[config.mk]
export PLATFORM = sky130hd
export DESIGN_NAME = hcu_param
export DESIGN_NICKNAME = d
export VERILOG_FILES = /design/src/rtl/hcu_pkg.sv /design/src/rtl/hcu_src_cmp.sv /design/src/rtl/hcu_param.sv
export SDC_FILE = /design/constraint.sdc
export NUM_CORES = 1
export LEC_CHECK = 0
export BUFFER_PORTS_ARGS = -buffer_cell sky130_fd_sc_hd__buf_2
export CORE_MARGIN = 4
export CORE_UTILIZATION = 47
export CTS_CLUSTER_DIAMETER = 80
export DETAILED_ROUTE_END_ITERATION = 8
export MAX_ROUTING_LAYER = met4
export PLACE_DENSITY = 0.76
export SLEW_MARGIN = 5
export SYNTH_ARGS = -nofsm -noshare
export SYNTH_HDL_FRONTEND = slang
export SYNTH_SLANG_ARGS = --single-unit
export TNS_END_PERCENT = 50
[constraint.sdc]
create_clock -name CLK -period 2.1 [get_ports CLK]
set_input_delay 0.42 -clock CLK [delete_from_list [all_inputs] [get_ports CLK]]
set_output_delay 0.42 -clock CLK [all_outputs]
set_load 0.02 [all_outputs]
[src/rtl/hcu_pkg.sv]
// Shared definitions for the hazard control unit: FSM state type and the
// encodings of the DE-stage operand forwarding mux select.
package hcu_pkg;

   // IDLE watches for hazards and branches; FLUSH walks through the
   // post-branch bubble window.
   typedef enum logic {
      IDLE  = 1'b0,
      FLUSH = 1'b1
   } hcuState_t;

   // DE operand mux selects: register file, WR-stage result, EXWM-stage result.
   localparam logic [1:0] SEL_RF = 2'b00;
   localparam logic [1:0] SEL_WR = 2'b01;
   localparam logic [1:0] SEL_EX = 2'b10;

endpackage

[src/rtl/hcu_src_cmp.sv]
// Per-source operand comparator. Decides whether one DE source operand is
// produced by the instruction in EXWM or in WR. It also decides whether the
// copy of that operand now sitting in EXWM must take the WR result.
// Register x0 and unused operands never match, so no forward or stall is
// ever raised for them.
module hcu_src_cmp #(
   parameter int REG_AW = 5
) (
   input  logic [REG_AW-1:0] deRs,
   input  logic              deRsUsed,
   input  logic              exwmRWE,
   input  logic [REG_AW-1:0] exwmRd,
   input  logic              wrRWE,
   input  logic [REG_AW-1:0] wrRd,
   input  logic [REG_AW-1:0] exwmRs,
   input  logic              exwmUsed,
   output logic              mex,
   output logic              mwr,
   output logic              exwmWrSel
);

   logic deLive;
   logic exLive;

   // An operand only takes part in matching when it is really read and is
   // not the hard-wired zero register.
   assign deLive    = deRsUsed && (deRs != '0);
   assign exLive    = exwmUsed && (exwmRs != '0);

   assign mex       = deLive && exwmRWE && (exwmRd == deRs);
   assign mwr       = deLive && wrRWE   && (wrRd   == deRs);
   assign exwmWrSel = exLive && wrRWE   && (wrRd   == exwmRs);

endmodule

[src/rtl/hcu_param.sv]
// Parametrised hazard control unit for the IF/DE/EXWM/WR pipeline.
// It drives the flush/hold controls of the pipeline registers and the operand
// forwarding muxes. It also keeps saturating stall/flush event counters for
// the debug bus.
module hcu_param
   import hcu_pkg::*;
#(
   parameter int REG_AW          = 5,
   parameter int NUM_SRC         = 2,
   parameter int BR_FLUSH_CYCLES = 3,
   parameter int FWD_EX          = 1,
   parameter int CNT_W           = 16
) (
   input  logic                      CLK,
   input  logic                      rst,
   input  logic                      DEBranchFlush,
   input  logic [NUM_SRC*REG_AW-1:0] DErs,
   input  logic [NUM_SRC-1:0]        DErsUsed,
   input  logic                      EXWMRWE,
   input  logic                      EXWMLoad,
   input  logic [REG_AW-1:0]         EXWMrd,
   input  logic                      WRRWE,
   input  logic [REG_AW-1:0]         WRrd,
   output logic                      IFFlush,
   output logic                      DEFlush,
   output logic                      IFStall,
   output logic [2*NUM_SRC-1:0]      DEMuxS,
   output logic [NUM_SRC-1:0]        EXWMMuxS,
   output logic [CNT_W-1:0]          StallCnt,
   output logic [CNT_W-1:0]          FlushCnt
);

   localparam int   FC_W   = $clog2(BR_FLUSH_CYCLES + 1);
   localparam logic NO_FWD = (FWD_EX == 0);

   hcuState_t                 state;
   logic [FC_W-1:0]           fc;
   logic [NUM_SRC*REG_AW-1:0] exwmRs;
   logic [NUM_SRC-1:0]        exwmUsed;

   logic [NUM_SRC-1:0]        mex;
   logic [NUM_SRC-1:0]        mwr;
   logic [NUM_SRC-1:0]        hazard;
   logic [NUM_SRC-1:0]        exwmSel;
   logic [2*NUM_SRC-1:0]      demuxRaw;
   logic                      hz;
   logic                      branchAccept;

   for (genvar i = 0; i < NUM_SRC; i++) begin : gSrc
      hcu_src_cmp #(
         .REG_AW(REG_AW)
      ) uCmp (
         .deRs     (DErs[i*REG_AW +: REG_AW]),
         .deRsUsed (DErsUsed[i]),
         .exwmRWE  (EXWMRWE),
         .exwmRd   (EXWMrd),
         .wrRWE    (WRRWE),
         .wrRd     (WRrd),
         .exwmRs   (exwmRs[i*REG_AW +: REG_AW]),
         .exwmUsed (exwmUsed[i]),
         .mex      (mex[i]),
         .mwr      (mwr[i]),
         .exwmWrSel(exwmSel[i])
      );

      // An EXWM match can be forwarded only if the result already exists,
      // i.e. it is not a load and forwarding from EXWM is enabled.
      assign hazard[i] = mex[i] && (EXWMLoad || NO_FWD);

      // EXWM has priority over WR because it holds the younger write.
      assign demuxRaw[2*i +: 2] = (mex[i] && !hazard[i]) ? SEL_EX :
                                  mwr[i]                 ? SEL_WR : SEL_RF;
   end

   assign hz           = |hazard;
   assign branchAccept = (state == IDLE) && DEBranchFlush && !hz;

   // All outputs are decoded without delay from the current state and inputs.
   // Everything is forced low while reset is held, so the pipeline sees
   // neutral controls during reset. In FLUSH the hazard and branch inputs do
   // not matter. IF is killed for all but the last cycle of the window, so
   // the flush pattern lines up one cycle behind in DE.
   always_comb begin
      IFFlush  = 1'b0;
      DEFlush  = 1'b0;
      IFStall  = 1'b0;
      DEMuxS   = '0;
      EXWMMuxS = '0;
      if (!rst) begin
         if (state == FLUSH) begin
            DEFlush = 1'b1;
            IFFlush = (fc > FC_W'(1));
         end else begin
            IFStall = hz;
            DEFlush = hz;
            IFFlush = DEBranchFlush && !hz;
         end
         DEMuxS   = demuxRaw;
         EXWMMuxS = exwmSel;
      end
   end

   // Branch flush sequencer and event counters. A branch that arrives
   // together with a hazard is not accepted. The stall holds the branch in
   // DE, so it is seen again once the hazard clears. Both counters stop at
   // all-ones and do not wrap. A stale count would confuse the debug side
   // more than a saturated one.
   always_ff @(posedge CLK or posedge rst) begin
      if (rst) begin
         state    <= IDLE;
         fc       <= '0;
         StallCnt <= '0;
         FlushCnt <= '0;
      end else begin
         case (state)
            IDLE: begin
               if (branchAccept) begin
                  state <= FLUSH;
                  fc    <= FC_W'(BR_FLUSH_CYCLES);
                  if (FlushCnt != '1) begin
                     FlushCnt <= FlushCnt + CNT_W'(1);
                  end
               end
               if (hz && (StallCnt != '1)) begin
                  StallCnt <= StallCnt + CNT_W'(1);
               end
            end
            FLUSH: begin
               fc <= fc - FC_W'(1);
               if (fc == FC_W'(1)) begin
                  state <= IDLE;
               end
            end
            default: state <= IDLE;
         endcase
      end
   end

   // The DE source addresses and their "used" bits move into EXWM with the
   // instruction. A bubble inserted by DEFlush carries no live operands. This
   // stops a squashed instruction from steering the EXWM forwarding mux.
   always_ff @(posedge CLK or posedge rst) begin
      if (rst) begin
         exwmRs   <= '0;
         exwmUsed <= '0;
      end else begin
         exwmRs   <= DErs;
         exwmUsed <= DErsUsed & {NUM_SRC{~DEFlush}};
      end
   end

endmodule

### Word level (Yosys, flattened, before mapping)

Index checks and enable logic that the tools add are counted.

* flip-flop bits (word level): 47
* input port bits: 28
* output and inout port bits: 41

* add/subtract/negate cells: 3
* order comparisons: 1
* equal/unequal tests: 10
* multiplexer cells: 17
* bitwise operators: 3
* reduce and logical (&&, ||, !) cells: 34

Operators with widths (count)
* adder 16 x 1 -> 16 bit, second input constant: 2
* inequality test 16 bit, second input constant: 2
* == test 5 bit: 6
* logical AND 1 bit: 24
* nonzero test 5 bit: 4
* two-way mux 1 bit: 10
* two-way mux 2 bit: 4
* two-way mux 4 bit: 1
* case mux 2 bit (2 select lines): 1
* zero test 1 bit: 3
* AND reduction 3 bit: 1
* bitwise AND 2 bit: 1
* == test 2 x 1 -> 1 bit, second input constant: 1
* > comparator 2 x 1 -> 1 bit, second input constant: 1
* inequality test 2 bit, second input constant: 1
* NOT 1 bit: 2
* case mux 1 bit (2 select lines): 1
* AND reduction 2 bit: 1
* OR reduction 2 bit: 1
* subtractor 2 x 1 -> 2 bit, second input constant: 1

### Longest topological paths before layout

Gate-level depths: netlist (run 1).

* depth in word-level cells: 10
* depth in mapped cells: 8
* depth with buffers taken out: 7

### Cells and area by module

From an unflattened synthesis (run 1), not the netlist that was laid out.

* cell total of the unflattened synthesis: 234
* area, all modules: 2448.6 um^2

By module, submodules not included
* hcu_param: instances 1, cells each 178, area an instance 2038.2 um^2, seq. area each 1176.1 um^2
* hcu_src_cmp: instances 2, cells each 28, area an instance 205.2 um^2, seq. area each 0.0 um^2

### Worst setup path after synthesis (run 1)

No wires, ideal clock.

* kind: input-to-output
* start: input port DErs[5]
* end: output port IFFlush
* arrival time: 1.974 ns
* data required time: 1.680 ns
* setup slack: -0.294 ns
* stages on the path: 7
* path buffers: 1
* path through: or4_1 -> o21ai_1 -> nor3_2 -> o21ai_2 -> buf_2 -> nand2_1 -> a21oi_1

* word-level cells in the longest chain between the ends: 10
* elaborated cells between the ends (all ways): 11
* those cells by class: 1 x eq/ne; 2 x mux; 8 x reduce/logical

RTL lines
* start, declared: RTL line hcu_param.sv:17 `input logic [NUM_SRC*REG_AW-1:0] DErs,`
* nonzero test 5 bit: RTL line hcu_src_cmp.sv:27 `assign deLive = deRsUsed && (deRs != '0);`
* logical AND 1 bit: RTL line hcu_src_cmp.sv:27
* logical AND 1 bit: RTL line hcu_src_cmp.sv:30 `assign mex = deLive && exwmRWE && (exwmRd == deRs);`
* logical AND 1 bit (*): RTL line hcu_src_cmp.sv:30
* logical AND 1 bit (*): RTL line hcu_param.sv:68 `assign hazard[i] = mex[i] && (EXWMLoad || NO_FWD);`
* OR reduction 2 bit (*): RTL line hcu_param.sv:75 `assign hz = |hazard;`
* zero test 1 bit (*): RTL line hcu_param.sv:96 `IFFlush = DEBranchFlush && !hz;`
* logical AND 1 bit (*): RTL line hcu_param.sv:96
* two-way mux 1 bit (*): RTL line hcu_param.sv:90 `if (state == FLUSH) begin`
* two-way mux 1 bit (*): RTL line hcu_param.sv:89 `if (!rst) begin`
* end, declared: RTL line hcu_param.sv:24 `output logic IFFlush,`

Every way passes the cells marked *; elsewhere a longest branch is shown, timed or not.

### Final worst setup path (run 1)

* start: input port DErs[9]
* end: output port IFFlush

Same word-level chain as after synthesis.

==> metrics, run 1 <==
asr flop ratio synth=100%; Final Setup Violations=10; Setup TNS Final=-1.15 ns; R2R Path End=StallCnt[14]; Post-DRT Antenna Nets=0; cells along the critical path=buf_6, or4_4, o21ai_4, nor3_2, o21ai_2, nand2_2, a21oi_4, buf_6; clk_skew=0.00749 ns; number of synthesized flops with an enable pin=0; CP dominant cell by count=buf_6; Critical-path top delay cell=or4_4; total die area=0.00654 mm2; vias per inst=5.20; Worst path max stage delay=0.54 ns; sequential element share of the synthesized area=47.1%; min Tclk post-route=2.34 ns; Rows=26; post-DP HPWL=4.48 mm; placed cell count=405; DRT iter0 DRCs=178; Remaining DRCs=0; leakage=0.00165 uW; hold endpoint=exwmRs[4]; violated checks=setup timing; delay-heaviest family, CP=simple AND/OR/NAND/NOR gates; Hold WC Path Type=input pin to flip-flop; CP bufs+invs=2; DR WL/cell=15.0 um; mean area per synthesized cell=10.2 um2; Area contributors post-synth=dfrtp_1 (47%), xnor2_1 (14%), xor2_1 (6.0%), nand3_1 (4.0%), nand4_1 (2.8%); achievable frequency=428 MHz; Slew headroom=60.8%; vias in the first global route=2101; top cell type's share of synthesized area=47.1%; dominant synthesized flop cell=dfrtp_1; Root Driver=clkbuf_8; fin. max-slew vios=0; pwr dens=719 mW/mm2; Peak VDD IR=433 uV; pin count of the biggest net entering global routing=48; Post-CTS Hold Fix Bufs=0; Routed WL=6.34 mm; GPL Wtd Cong=1.02; syn nets=276; grt ovf=0; Max Root-Sink Buffers=2; most frequent cells in the layout=buf_2 (60), dfrtp_1 (47), xnor2_1 (40); first-pass GRT wire length=10.1 mm; Layout area overhead=38.8%; Clock Latency Late Sink=0.29 ns; Synth Register Bits=47; Post-Layout Cell Count=422; final layout net count=382; crit path capture type=output pin; Initial Utilization=48.6%; fillers=411; die width=80.9 um; max cap viols=0; Pre-antenna DRT Iters=4; Syn Inst Count=245; clk sinks=47; Worst-Margin Slew=0.587 ns; CTS tree=done; Port Buffers=68; cells on worst reg2reg path=8; Final period util=111%; hold_ws=0.314 ns; total core area=0.00514 mm2; io pins=69; Die Height=80.9 um; arrival time at the worst endpoint=1.92 ns; Final Worst Setup Slack=-0.237 ns; critical path class=input pin to output pin; fin util=67.4%; FF-to-FF setup slack=0.15 ns; most common cell after layout, fill and taps aside=buf_2; TritonCTS Buffers=5; Worst setup SP type=input pin; unrepaired setup endpoints after global routing=yes; Hold Crit Start=DErs[4]; clk slew on worst S/H paths=0.09 ns; Hold Crit Depth=1; crit-path max FO=2; r2r startpoint=StallCnt[0]; area leader, netlist=dfrtp_1; Cell variety after synth=35; final hold violations=0; mapped cell area=0.00250 mm2; status=complete, but fails checks; H-tree Lvls=2; layout cell share with drive strength beyond 1=39.5%; n_diodes=0; routed via count=2194; overall routing resource usage=20.4%; Critical Path RT=1.68 ns; Ys Warns=0; initial antenna violation count=0
## cell usage after synthesis (all sizes together), types with 6 or more instances
cell,number
xnor2,40
dfrtp,47
nor3,15
xor2,17
inv,9
a21oi,6
clkbuf,6
and3,9
nand3,21
nor4,6
nand4,11
nor2,10
nand2,14
## state kept, by name, summed over array words and instances, names as in the netlist
name      cells
FlushCnt     16
exwmRs       10
exwmUsed      2
fc            2
StallCnt     16
state         1
## metrics by stage
step	total power [uW]	setup slack, ns	cell area, um2
floorplan	1540	-0.160	2510
global placement	1820	-0.248	3140
detailed placement	1840	-0.281	3140
CTS	2480	-0.183	3340
global route	2650	-0.271	3470
finish	2490	-0.237	3470
## logic make-up after synthesis
family / share of synthesized area (%)
DFF: 47.1
AOI/OAI and AO/OA: 5.16
xor gates and xnor gates: 20.0
muxes: 1.65
adders and majority gates: 1.50
buffers and inverters: 3.21
and+or+nand+nor: 21.4
## where the power goes
part | internal [uW] | switching [uW] | total (uW)
sequential | 1010 | 103 | 1110
combinational | 364 | 426 | 790
clock | 301 | 288 | 589
## routing by layer
metal,GRT usage [%],wire length (um)
met3,4.43,293
met2,31.7,3150
met4,4.73,28
met1,27.5,2860
met5,-,0
## worst register-to-register path, cell delays in order, from the launching register on
cell and delay [ns]:
dfrtp_1 0.39, ha_1 0.21, and3_1 0.19, and3_1 0.19, a41oi_2 0.20, o21ai_2 0.12
buf_4 0.18, nor4_1 0.23, xor2_1 0.17
## repair_timing
action,CTS,global route
endpoints found under the setup margin,8,16
pin swaps,8,6
buffers inserted,5,4
gates resized for setup,16,18
## final cells by class
cell class              count  area, um2  area share (%)
repair buffers            108        707            20.4
inverters                   9       37.5            1.08
clock buffers               8        100            2.89
flip-flops and latches     47       1180            33.9
well taps                  70       87.6            2.53
multi-input cells         180       1360            39.2
## how the worst max path moves through the flow
stage / start / endpoint / slack (ns) / cells past startpoint
finish: DErs[9] / IFFlush / -0.24 / 8
global placement: DErs[5] / IFFlush / -0.25 / 8
detailed placement: DErs[5] / IFFlush / -0.28 / 8
CTS: DErs[9] / IFFlush / -0.18 / 8
floorplan: DErs[5] / IFFlush / -0.16 / 7
global route: DErs[9] / IFFlush / -0.27 / 8
No activity file was read; power rests on OpenSTA's default activity.
==> run 2: changes to the inputs <==
- CORE_UTILIZATION: 47 -> 35
- PLACE_DENSITY: 0.76 -> unset
==> run 2 against run 1 <==
Critical path depth is the same. Combinational power shrank 3.8%. Die area grew 31%. Clock-buffer cell count shrank 2. Critical endpoint unchanged. First-iteration DRC count shrank 52%. The run still ends with setup timing left.
==> metrics, run 2 (same netlist as run 1, synthesis figures left out) <==
status=complete, but fails checks; violated checks=setup timing; Remaining DRCs=0; Worst Setup SP=DErs[8]; Port Buffers=68; initial antenna violation count=0; met3 WL=265 um; most frequent cells in the layout=buf_2 (60), dfrtp_1 (47), xnor2_1 (40); Worst path max stage delay=0.54 ns; io pins=69; most common cell after layout, fill and taps aside=buf_2; Top Layer Used=met4; Clock Latency Late Sink=0.30 ns; final layout net count=378; Final period util=109%; GPL Wtd Cong=0.905; critical path class=input pin to output pin; vias per inst=4.78; r2r startpoint=StallCnt[0]; CTS tree=done; Die Height=92.5 um; Levels on crit path=8; grt ovf=0; die width=92.5 um; cells along the critical path=buf_6, or4_4, o21ai_4, nor3_4, o21ai_2, nand2_2, a21oi_4, buf_6; DRT iter0 DRCs=86; achievable frequency=435 MHz; Initial Utilization=36.3%; crit path capture type=output pin; Final Worst Setup Slack=-0.198 ns; delay-heaviest family, CP=simple AND/OR/NAND/NOR gates; final hold violations=0; Psw=815 uW; Final Setup Violations=7; DR WL/cell=14.1 um; crit path capture=IFFlush; n_diodes=0; first-pass GRT wire length=10.4 mm; TritonCTS Buffers=5; clock share of power=29.4%; Pre-antenna DRT Iters=4; pre-CTS setup slack=-0.323 ns; total core area=0.00687 mm2; Rows=30; min Tclk post-route=2.30 ns; max cap viols=0; Critical Path RT=1.68 ns; leakage=0.00163 uW; Worst setup SP type=input pin; cell area after layout=0.00347 mm2; Hold WC Path Type=input pin to async pin; Comb pwr share=28.7%; wire length on met1=2.85 mm; Critical-path top delay cell=or4_4; DP Area=0.00318 mm2; R2R Path End=StallCnt[11]; layout cell share with drive strength beyond 1=38.5%; Routed WL=6.25 mm; H-tree Lvls=2; clk_skew=0.00872 ns; crit-path max FO=3; routed via count=2122; cells on worst reg2reg path=8; pin count of the biggest net entering global routing=47; Max Root-Sink Buffers=2; post-DP HPWL=4.73 mm; total die area=0.00855 mm2; Int Pwr=1840 uW; overall routing resource usage=15.3%; sequential fraction of design power=41.9%; unrepaired setup endpoints after global routing=yes; clk slew on worst S/H paths=0.09 ns; Layout area overhead=39.0%; Worst-Margin Slew=0.590 ns; Slew headroom=60.7%; clk sinks=47; arrival time at the worst endpoint=1.88 ns; CP bufs+invs=2; vias in the first global route=2097; largest registers=FlushCnt x16, StallCnt x16, exwmRs x10; switch share=30.7%; Peak VDD IR=311 uV; pwr dens=764 mW/mm2; FF-to-FF setup slack=0.10 ns; Post-DRT Antenna Nets=0; WL met2=3.10 mm; Root Driver=clkbuf_8; fin. max-slew vios=0; CP dominant cell by count=buf_6
-- run 2: cell count changes in the layout (fill, tap and decap cells not counted) --
cell       delta
and3_4        +1
nand2_2       +1
a211oi_1      +2
buf_12        -1
buf_6         -2
clkbuf_8      -2
buf_4         -1
nand2_4       -1
a211oi_2      -2
and3_1        -1
bufinv_16     +2
-- run 2: how the worst min path moves through the flow --
| stage | startpoint | endpoint | slack, ns | cells past startpoint |
|---|---|---|---|---|
| 2_1_floorplan | rst | FlushCnt[0] | 0.45 | 1 |
| 5_1_grt | rst | StallCnt[5] | 0.06 | 2 |
| 3_5_place_dp | rst | StallCnt[5] | 0.37 | 2 |
| 4_1_cts | rst | StallCnt[5] | 0.05 | 2 |
| 6_report | rst | StallCnt[5] | 0.07 | 2 |
| 3_3_place_gp | rst | StallCnt[5] | 0.37 | 2 |
-- run 2: layout make-up --
class,count,area (um2)
repair buffers,104,657
flip-flops and latches,47,1180
clock inverters,2,60.1
well taps,96,120
inverters,9,37.5
multi-input cells,180,1350
fillers,626,3400
clock buffers,6,72.6
-- run 2: power groups by stage --
stage / clock (uW) / combinational (uW) / sequential (uW)
after floorplan: 0 / 356 / 1190
after global placement: 0 / 710 / 1130
after detailed placement: 0 / 721 / 1130
after CTS: 805 / 764 / 1110
after global routing: 841 / 829 / 1130
final: 780 / 760 / 1110
-- run 2: per-layer routing --
layer | GRT usage (%) | up-vias
met5 | - | -
met1 | 20.5 | 1025
met3 | 3.09 | 4
met2 | 24.6 | 41
li1 | - | 1052
met4 | 2.60 | 0
-- run 2: repair_timing --
item / in CTS / in global routing
buffers inserted: 0 / 3
resized for setup: 17 / 12
setup endpoints to repair: 8 / 17
hold buffers: 0 / 0
pin swaps: 9 / 5
-- run 2: per-stage QoR --
| stage | cells | util, % | hold slack, ns | setup TNS (ns) | total power (uW) |
|---|---|---|---|---|---|
| 5_1_grt | 444 | 50.5 | 0.0643 | -1.36 | 2800 |
| 3_3_place_gp | 434 | 46.3 | 0.369 | -4.53 | 1840 |
| 2_1_floorplan | 245 | - | 0.449 | -0.414 | 1540 |
| 4_1_cts | 442 | 49.5 | 0.0499 | -1.02 | 2680 |
| 3_5_place_dp | 434 | 46.3 | 0.368 | -5.07 | 1850 |
| 6_report | 444 | 50.5 | 0.0697 | -0.967 | 2650 |
